### src/rtl/digit_scan_driver.sv
`default_nettype none
// ============================================================================
// Module   : digit_scan_driver
// Purpose  : 640x480@60 raster scan driver for the MM:SS:CC stopwatch display.
//            Generates VGA timing from the pixel clock and, per pixel, presents
//            cell-local coordinates and a digit code to an external glyph
//            renderer. Combines the renderer's lit flag into a registered
//            RGB444 pixel.
// Revision : 1.0 - initial release
// ----------------------------------------------------------------------------
// Ports
//   clk       in   1   pixel clock (25 MHz)
//   rst       in   1   synchronous, active-high reset
//   time_bcd  in  24   {M1,M0,S1,S0,C1,C0} BCD digits, M1 leftmost
//   f         in   1   lit flag from renderer (combinational of x, y, d)
//   x         out 10   cell-local x (0..39), 0 outside any cell
//   y         out 10   cell-local y (0..79), 0 outside any cell
//   d         out  4   digit code of current cell, 4'hF outside any cell
//   hsync     out  1   horizontal sync, active low
//   vsync     out  1   vertical sync, active low
//   rgb       out 12   pixel colour, 0 during blanking
// ----------------------------------------------------------------------------
// Build option
//   COLON_EN  when defined, two 8x8 colon dots are drawn in each of the two
//             separator gaps; otherwise the gaps show the background colour.
// ----------------------------------------------------------------------------
// Pipeline
//   stage 0 : h/v counters
//   stage 1 : x, y, d, active, colon hit, sync (registered)
//   stage 2 : rgb, hsync, vsync (registered) -> 2 clocks after the counters
//   The renderer must sit combinationally between x/y/d and f.
// ============================================================================
module digit_scan_driver #(
    parameter int          X0 = 160,
    parameter int          Y0 = 200,
    parameter logic [11:0] FG = 12'hFFF,
    parameter logic [11:0] BG = 12'h000
) (
    input  logic        clk,
    input  logic        rst,
    input  logic [23:0] time_bcd,
    input  logic        f,
    output logic [9:0]  x,
    output logic [9:0]  y,
    output logic [3:0]  d,
    output logic        hsync,
    output logic        vsync,
    output logic [11:0] rgb
);

    // ------------------------------------------------------------------------
    // Timing constants
    // ------------------------------------------------------------------------
    localparam logic [9:0] c_H_LAST   = 10'd799;
    localparam logic [9:0] c_V_LAST   = 10'd524;
    localparam logic [9:0] c_H_ACTIVE = 10'd640;
    localparam logic [9:0] c_V_ACTIVE = 10'd480;
    localparam logic [9:0] c_HS_START = 10'd656;
    localparam logic [9:0] c_HS_LEN   = 10'd96;
    localparam logic [9:0] c_VS_START = 10'd490;
    localparam logic [9:0] c_VS_LEN   = 10'd2;
    localparam logic [9:0] c_LATCH_V  = 10'd480;

    localparam logic [9:0] c_CELL_W   = 10'd40;
    localparam logic [9:0] c_CELL_H   = 10'd80;
    localparam logic [9:0] c_Y_TOP    = 10'(Y0);

    localparam logic [3:0] c_NO_DIGIT = 4'hF;
    localparam int         c_NCELLS   = 6;

    // Horizontal offset of each digit cell from X0, left to right.
    localparam int c_CELL_OFF [c_NCELLS] = '{0, 48, 112, 160, 224, 272};

    // True when v lies in [lo, lo+len). The subtraction wraps for v < lo,
    // so the explicit lower-bound test keeps the intent obvious.
    function automatic logic in_span(
        input logic [9:0] v,
        input logic [9:0] lo,
        input logic [9:0] len
    );
        return (v >= lo) && ((v - lo) < len);
    endfunction

    // ------------------------------------------------------------------------
    // Stage 0: raster counters
    // ------------------------------------------------------------------------
    logic [9:0]  r_h;
    logic [9:0]  r_v;
    logic        w_h_wrap;

    assign w_h_wrap = (r_h == c_H_LAST);

    always_ff @(posedge clk) begin
        if (rst) begin
            r_h <= '0;
            r_v <= '0;
        end else if (w_h_wrap) begin
            r_h <= '0;
            r_v <= (r_v == c_V_LAST) ? '0 : r_v + 10'd1;
        end else begin
            r_h <= r_h + 10'd1;
        end
    end

    // ------------------------------------------------------------------------
    // Frame latch: the digits are sampled once, at the start of the first
    // blank line, so a whole visible frame always shows one consistent value.
    // ------------------------------------------------------------------------
    logic [23:0] r_digits;

    always_ff @(posedge clk) begin
        if (rst) begin
            r_digits <= '0;
        end else if ((r_h == '0) && (r_v == c_LATCH_V)) begin
            r_digits <= time_bcd;
        end
    end

    // ------------------------------------------------------------------------
    // Stage-1 decode (combinational from the counters)
    // ------------------------------------------------------------------------
    logic       w_active;
    logic       w_row_hit;
    logic       w_hs;
    logic       w_vs;
    logic       w_colon;
    logic [5:0] w_cell_hit;
    logic [9:0] w_cell_dx    [c_NCELLS];
    logic [3:0] w_cell_digit [c_NCELLS];
    logic [9:0] w_x;
    logic [9:0] w_y;
    logic [3:0] w_d;

    assign w_active  = (r_h < c_H_ACTIVE) && (r_v < c_V_ACTIVE);
    assign w_row_hit = w_active && in_span(r_v, c_Y_TOP, c_CELL_H);
    assign w_hs      = ~in_span(r_h, c_HS_START, c_HS_LEN);
    assign w_vs      = ~in_span(r_v, c_VS_START, c_VS_LEN);

    for (genvar gi = 0; gi < c_NCELLS; gi++) begin : g_cell
        localparam logic [9:0] c_START = 10'(X0 + c_CELL_OFF[gi]);
        assign w_cell_dx[gi]    = r_h - c_START;
        assign w_cell_hit[gi]   = w_row_hit && in_span(r_h, c_START, c_CELL_W);
        // Cell 0 takes the most significant nibble (M1).
        assign w_cell_digit[gi] = r_digits[23 - 4*gi -: 4];
    end

    // Cells never overlap, so at most one hit bit is set at a time.
    always_comb begin
        w_x = '0;
        w_y = '0;
        w_d = c_NO_DIGIT;
        for (int i = 0; i < c_NCELLS; i++) begin
            if (w_cell_hit[i]) begin
                w_x = w_cell_dx[i];
                w_y = r_v - c_Y_TOP;
                w_d = w_cell_digit[i];
            end
        end
    end

`ifdef COLON_EN
    // Colon dots: 8x8 squares in each separator gap, two per gap.
    localparam logic [9:0] c_SEP1_X = 10'(X0 + 96);
    localparam logic [9:0] c_SEP2_X = 10'(X0 + 208);
    localparam logic [9:0] c_DOT1_Y = 10'(Y0 + 20);
    localparam logic [9:0] c_DOT2_Y = 10'(Y0 + 52);
    localparam logic [9:0] c_DOT_SZ = 10'd8;

    logic w_colon_x;
    logic w_colon_y;

    assign w_colon_x = in_span(r_h, c_SEP1_X, c_DOT_SZ) || in_span(r_h, c_SEP2_X, c_DOT_SZ);
    assign w_colon_y = in_span(r_v, c_DOT1_Y, c_DOT_SZ) || in_span(r_v, c_DOT2_Y, c_DOT_SZ);
    assign w_colon   = w_active && w_colon_x && w_colon_y;
`else
    assign w_colon   = 1'b0;
`endif

    // ------------------------------------------------------------------------
    // Stage 1 registers: feed the renderer and the colour stage
    // ------------------------------------------------------------------------
    logic r_active1;
    logic r_colon1;
    logic r_hs1;
    logic r_vs1;

    always_ff @(posedge clk) begin
        if (rst) begin
            x         <= '0;
            y         <= '0;
            d         <= c_NO_DIGIT;
            r_active1 <= 1'b0;
            r_colon1  <= 1'b0;
            r_hs1     <= 1'b1;
            r_vs1     <= 1'b1;
        end else begin
            x         <= w_x;
            y         <= w_y;
            d         <= w_d;
            r_active1 <= w_active;
            r_colon1  <= w_colon;
            r_hs1     <= w_hs;
            r_vs1     <= w_vs;
        end
    end

    // ------------------------------------------------------------------------
    // Stage 2 registers: colour, with syncs delayed to stay aligned with it.
    // f arrives combinationally from this cycle's stage-1 x/y/d.
    // ------------------------------------------------------------------------
    always_ff @(posedge clk) begin
        if (rst) begin
            hsync <= 1'b1;
            vsync <= 1'b1;
            rgb   <= '0;
        end else begin
            hsync <= r_hs1;
            vsync <= r_vs1;
            if (!r_active1) begin
                rgb <= '0;
            end else if (f || r_colon1) begin
                rgb <= FG;
            end else begin
                rgb <= BG;
            end
        end
    end

endmodule
`default_nettype wire

### config.mk
export PLATFORM = sky130hd
export DESIGN_NAME = digit_scan_driver
export DESIGN_NICKNAME = d
export VERILOG_FILES = /design/src/rtl/digit_scan_driver.sv
export SDC_FILE = /design/constraint.sdc
export NUM_CORES = 1
export LEC_CHECK = 0
export CORE_UTILIZATION = 54
export DETAILED_ROUTE_END_ITERATION = 6
export GPL_TIMING_DRIVEN = 1
export PLACE_DENSITY_LB_ADDON = 0.05
export SYNTH_ARGS = -nofsm -noshare
export SYNTH_HDL_FRONTEND = slang
export SYNTH_SLANG_ARGS = --single-unit
### constraint.sdc
create_clock -name clk -period 4.04 [get_ports clk]
set_clock_uncertainty 0.1 [all_clocks]
set_input_delay 0.808 -clock clk [delete_from_list [all_inputs] [get_ports clk]]
set_output_delay 0.808 -clock clk [all_outputs]
set_load 0.01 [all_outputs]
==> flow_summary.toml, run 1 <==
[setup_path]
critPathKind = "register to register"
regToRegSetupSlack_ns = 0.68
crit_required_ns = 4.20
cp.arrival_ns = 3.53
setup.worst_path.end_class = "register"
cp-start-kind = "register"
path_max_fanout = 13

[floorplan]
die_area_mm2 = 0.00765
fp.coreArea_mm2 = 0.00691
die_h_um = 87.5
ioPinCount = 65
fp.dieW_um = 87.5
rows = 30
start_util_pct = 57.1

[cells_and_area]
fin_util_pct = 69.0
fill_cells = 605
drive_gt1_share_pct = 7.03
final_cell_mix = "74 x dfxtp_1, 64 x clkdlybuf4s50_1, 59 x nor2_1, 30 x ha_1"
final_nets = 550
fin_area_mm2 = 0.00476
final_common_cell = "dfxtp_1"
layout-area-overhead-vs-synth_pct = 20.8
antenna_cells = 0
fin_cells = 594

[power]
power_frac_comb_pct = 4.8
p_sw_share_pct = 22.2
power_density_mw_per_mm2 = 292
switchingPower_mw = 0.309
clkPwrFrac_pct = 42.0
pwr-share-seq_pct = 53.3
p_leak_nw = 1.98
internal_power_mw = 1.08
peakVddDrop_mv = 0.231
power_mw = 1.39

[place]
post-place-ws_ns = 0.715
post-dp-hpwl_um = 6710
routabilityCongestion = 0.927
place_inst = 578
portBuffers = 64
placed_area_mm2 = 0.00456

[detailed_routing]
wl_met1_um = 4260
viasPerCell = 5.47
wl_met3_um = 316
routed_wl_um = 9090
vias = 3250
met2_length_um = 4390
post_drt_wl_per_cell_um = 15.3
dr.pass1.iters = 4
highest_layer = "met4"
ant_nets = 0
drtIter0Drc = 252
drc = 0

[synthesis]
synth_area_leaders = "dfxtp_1 38%, ha_1 9.5%, mux2i_1 6.6%"
yosysSeqAreaShare_pct = 37.6
syn_area_per_cell_um2 = 8.88
syn-cell-area_mm2 = 0.00394
yosys.cell_types.count = 61
yosysTopAreaCell = "dfxtp_1"
yosysTopAreaCellShare_pct = 37.6
synth_edf_count = 0
synthArstFlopShare_pct = 0
synth_flop_cell = "dfxtp_1"
ys_ff_latch = 74
yosysWarnings = 0
syn_inst = 444

[grt]
overflow = 0
grt.total_usage_pct = 25.3
antenna_found_initial = 0
grt_pass1_vias = 3052
grt_max_degree = 33
grt_pass1_wl_um = 14900

[cts]
cts_tree = "yes"
clock-root-buffer = "clkbuf_8"
postCtsSetupBuffers = 0
cts_made_buffers = 9
ctsResizeCount = 0
clock_latency_ns = 0.34
cts_buffer_depth = 2
hold_buffers = 0
clkSinkCount = 74
cts_max_level = 3
clk_pin_slew_ns = 0.08

[timing]
slew_viol_final = 0
hold_violations = 0
setup_ws_ns = 0.675
rsz0062_at_grt = "false"
slew_headroom_pct = 54.5
min_period_ns = 3.36
worstMarginPinSlew_ns = 0.681
fin_setup_tns_ns = 0
setup_viol = 0
fmax_mhz = 297
timing.hold.ws_ns = 0.319
period_share_pct = 83.3

[outcome]
outcome = "completed"

[flow_run]
drv_cap = 0

[worst_hold_path]
min_path_type = "register to register"
## critical path, cell delays in order, from the launching register on
cell      delay [ns]
dfxtp_1         0.64
inv_1           0.32
ha_1            0.38
a21oi_1         0.28
mux2_2          0.36
o22ai_1         0.15
o2111a_1        0.42
nor2_1          0.09
a31oi_1         0.18
buf_4           0.19
a21boi_0        0.17
## worst paths after layout
path	end	startpoint	cells after the start
worst max-delay path	y[5]$_SDFF_PP0_	r_h[6]$_SDFF_PP0_	10
worst max register to register	y[5]$_SDFF_PP0_	r_h[6]$_SDFF_PP0_	10
worst min-delay path	hsync$_SDFF_PP1_	r_hs1$_SDFF_PP1_	1
worst min register to register	hsync$_SDFF_PP1_	r_hs1$_SDFF_PP1_	1
## cell families after synthesis
| family | Yosys count | synth area share (%) |
|---|---|---|
| and+or+nand+nor | 159 | 20.1 |
| DFF | 74 | 37.6 |
| AOI/OAI and AO/OA | 69 | 12.6 |
| buffers and inverters | 55 | 6.76 |
| adders and majority gates | 30 | 9.52 |
| xor gates and xnor gates | 29 | 6.44 |
| muxes | 27 | 6.88 |
| other | 1 | 0.0951 |
## state kept, by name (all words and copies together), names as in the netlist, 4 cells and up
signal	cells
r_digits	24
x	10
d	4
y	10
r_v	10
r_h	10
## final cells by class
type                    count  area [um^2]  share of cell area [%]
inverters                  21         78.8                    1.65
flip-flops and latches     74         1480                    31.1
repair buffers             68          671                    14.1
well taps                  96          120                    2.52
clock inverters             5         60.1                    1.26
multi-input cells         319         2210                    46.4
clock buffers              11          141                    2.97
## synthesized netlist by cell type (5+ instances only)
master	n
a21o_1	5
a21oi_1	18
and2_1	10
and3_1	7
buf_2	8
buf_4	11
clkbuf_1	12
dfxtp_1	74
ha_1	30
inv_1	20
mux2i_1	26
nand2_1	26
nand2b_1	8
nand3_1	9
nor2_1	59
nor2b_1	6
o21ai_0	11
or3_1	7
xnor2_1	23
xor2_1	6
## power groups by stage
stage	clock network [mW]	registers (mW)	logic [mW]
floorplan	0	0.758	0.0261
global placement	0	0.758	0.0661
detailed placement	0	0.758	0.0665
CTS	0.601	0.741	0.0665
global route	0.630	0.742	0.0711
finish	0.584	0.741	0.0662
## routing by layer
layer | up-vias | track usage (%)
li1 | 1600 | -
met1 | 1552 | 33.6
met2 | 82 | 41.3
met3 | 16 | 5.02
met4 | 0 | 8.05
met5 | - | 0
Power figures use the tool's default switching activity.
==> run 2, diff against run 1 <==
clock period = 3.1 ns   (was 4.04 ns; I/O delays follow)
==> run 2 against run 1 <==
Compared with the run above: final cell count increased by 1.3%; via count increased by 0.46%; total power increased by 29%; non-clock buffer count increased by 8; clock power increased by 26%; utilization increased by 0.76 points; sequential share of layout area decreased by 0.31 points; hold slack got worse by 0.0065 ns; flip-flop and latch count unchanged; setup slack got worse by 0.43 ns; global-route usage decreased by 0.67 points; final area increased by 1.1%; largest cell class unchanged.
==> flow_summary.toml, run 2 (synthesis results as in run 1) <==
[timing]
slew_headroom_pct = 58.5
fmax_mhz = 350
slew_viol_final = 0
worstMarginPinSlew_ns = 0.622
setup_viol = 0
period_share_pct = 92.1
min_period_ns = 2.86
rsz0062_at_grt = "false"
hold_violations = 0
fin_setup_tns_ns = 0

[worst_hold_path]
min_from = "r_vs1$_SDFF_PP1_"
hold_path_end = "vsync$_SDFF_PP1_"
min_path_type = "register to register"
min_path_cells = 1

[detailed_routing]
dr.pass1.iters = 5
viasPerCell = 5.42
drc = 0
post_drt_wl_per_cell_um = 14.7
drtIter0Drc = 282
routed_wl_um = 8870
vias = 3265
ant_nets = 0

[power]
p_sw_share_pct = 22.6
pwr-share-seq_pct = 53.9
power_frac_comb_pct = 4.9
peakVddDrop_mv = 0.273
clkPwrFrac_pct = 41.2
switchingPower_mw = 0.404
internal_power_mw = 1.38
power_density_mw_per_mm2 = 372
p_leak_nw = 2.02

[cts]
cts_buffer_depth = 2
clkSinkCount = 74
clk_pin_slew_ns = 0.08
postCtsSetupBuffers = 0
clock_latency_ns = 0.35
hold_buffers = 0
clock-root-buffer = "clkbuf_8"
cts_made_buffers = 9
cts_max_level = 3
cts_tree = "yes"

[cells_and_area]
fill_cells = 590
top_register = "r_digits"
layout-area-overhead-vs-synth_pct = 22.1
fin_cells = 602
antenna_cells = 0
multi_input_area_mm2 = 0.00221
drive_gt1_share_pct = 8.89
final_nets = 558
final_common_cell = "dfxtp_1"
largest_reg_flops = 24
final_cell_mix = "73 x dfxtp_1, 64 x clkdlybuf4s50_1, 59 x nor2_1, 30 x ha_1"
seqCellArea_mm2 = 0.00148

[grt]
grt_pass1_wl_um = 14400
antenna_found_initial = 0
overflow = 0
grt_pass1_vias = 3002
grt.total_usage_pct = 24.7
grt_max_degree = 36

[floorplan]
ioPinCount = 65
die_h_um = 87.5
start_util_pct = 57.1
fp.coreArea_mm2 = 0.00691
rows = 30
die_area_mm2 = 0.00765
fp.dieW_um = 87.5

[setup_path]
rr_startpoint = "r_h[6]$_SDFF_PP0_"
crit_required_ns = 3.28
path_max_fanout = 11
regToRegSetupSlack_ns = 0.24
cp-start-kind = "register"
r2r_end = "y[5]$_SDFF_PP0_"
cp.arrival_ns = 3.04
critPathKind = "register to register"
r2r_cells = 10
setup.worst_path.end_class = "register"

[place]
place_inst = 586
portBuffers = 64
routabilityCongestion = 0.883
post-dp-hpwl_um = 6390

[outcome]
outcome = "completed"

[flow_run]
drv_cap = 0
==> run 2: area by class of cell <==
type                            count  share of cell area [%]
Clock buffer                       10                    2.65
Clock inverter                      6                    1.35
Inverter                           21                    1.64
Multi-Input combinational cell    319                    45.9
Sequential cell                    74                    30.8
Tap cell                           96                    2.49
Timing Repair Buffer               76                    15.2
==> run 2: layer usage <==
metal / routed length (um) / part of all wire, % / track usage, %
met5: 0 / 0 / 0
met4: 114 / 1.3 / 8.35
met3: 458 / 5.2 / 5.50
met2: 4200 / 47 / 40.3
met1: 4100 / 46 / 32.1
==> run 2: worst max-delay path by stage <==
stage / start / to / slack, ns / cells after the start
final: r_h[6]$_SDFF_PP0_ / y[5]$_SDFF_PP0_ / 0.24 / 10
after global routing: r_h[6]$_SDFF_PP0_ / y[5]$_SDFF_PP0_ / 0.08 / 10
after CTS: r_h[5]$_SDFF_PP0_ / y[5]$_SDFF_PP0_ / 0.12 / 10
after detailed placement: r_h[5]$_SDFF_PP0_ / y[5]$_SDFF_PP0_ / 0.14 / 10
after global placement: r_h[5]$_SDFF_PP0_ / y[5]$_SDFF_PP0_ / 0.23 / 10
after floorplan: r_h[6]$_SDFF_PP0_ / x[5]$_SDFF_PP0_ / 0.13 / 10
==> run 2: power by group through the flow <==
stage	registers [mW]	clock network [mW]	logic, mW
after floorplan	0.987	0	0.0341
after global placement	0.988	0	0.0866
after detailed placement	0.988	0	0.0875
after CTS	0.965	0.752	0.0878
after global routing	0.967	0.788	0.0941
final	0.965	0.737	0.0869
==> run 2: timing repair <==
item                                   in CTS  in global routing
gates resized for setup                     0                  2
endpoints found under the hold margin       0                  0
setup endpoints to repair                   0                 12
==> run 2: worst max-delay path: stages, from the launching register on <==
cell      delay, ns
dfxtp_1        0.32
inv_1          0.29
ha_1           0.28
and3_1         0.19
nand3_1        0.09
a211o_1        0.30
a2111o_1       0.48
and2_4         0.22
a31oi_1        0.16
buf_4          0.19
a21boi_0       0.17
==> run 2: stage by stage <==
step	setup WS [ns]	instance area (um^2)	hold WS [ns]	utilization [%]	power, mW
global route	0.0776	4820	0.327	69.7	1.85
floorplan	0.128	3960	0.289	-	1.02
global placement	0.229	4620	0.301	66.9	1.07
CTS	0.118	4810	0.317	69.7	1.81
finish	0.245	4820	0.313	69.7	1.79
detailed placement	0.137	4620	0.297	66.9	1.08
==> run 3, diff against run 2 <==
TNS_END_PERCENT = 5   (was default)
==> results of run 3 <==
The final DEF is identical to that of run 2; final timing and power are the same.
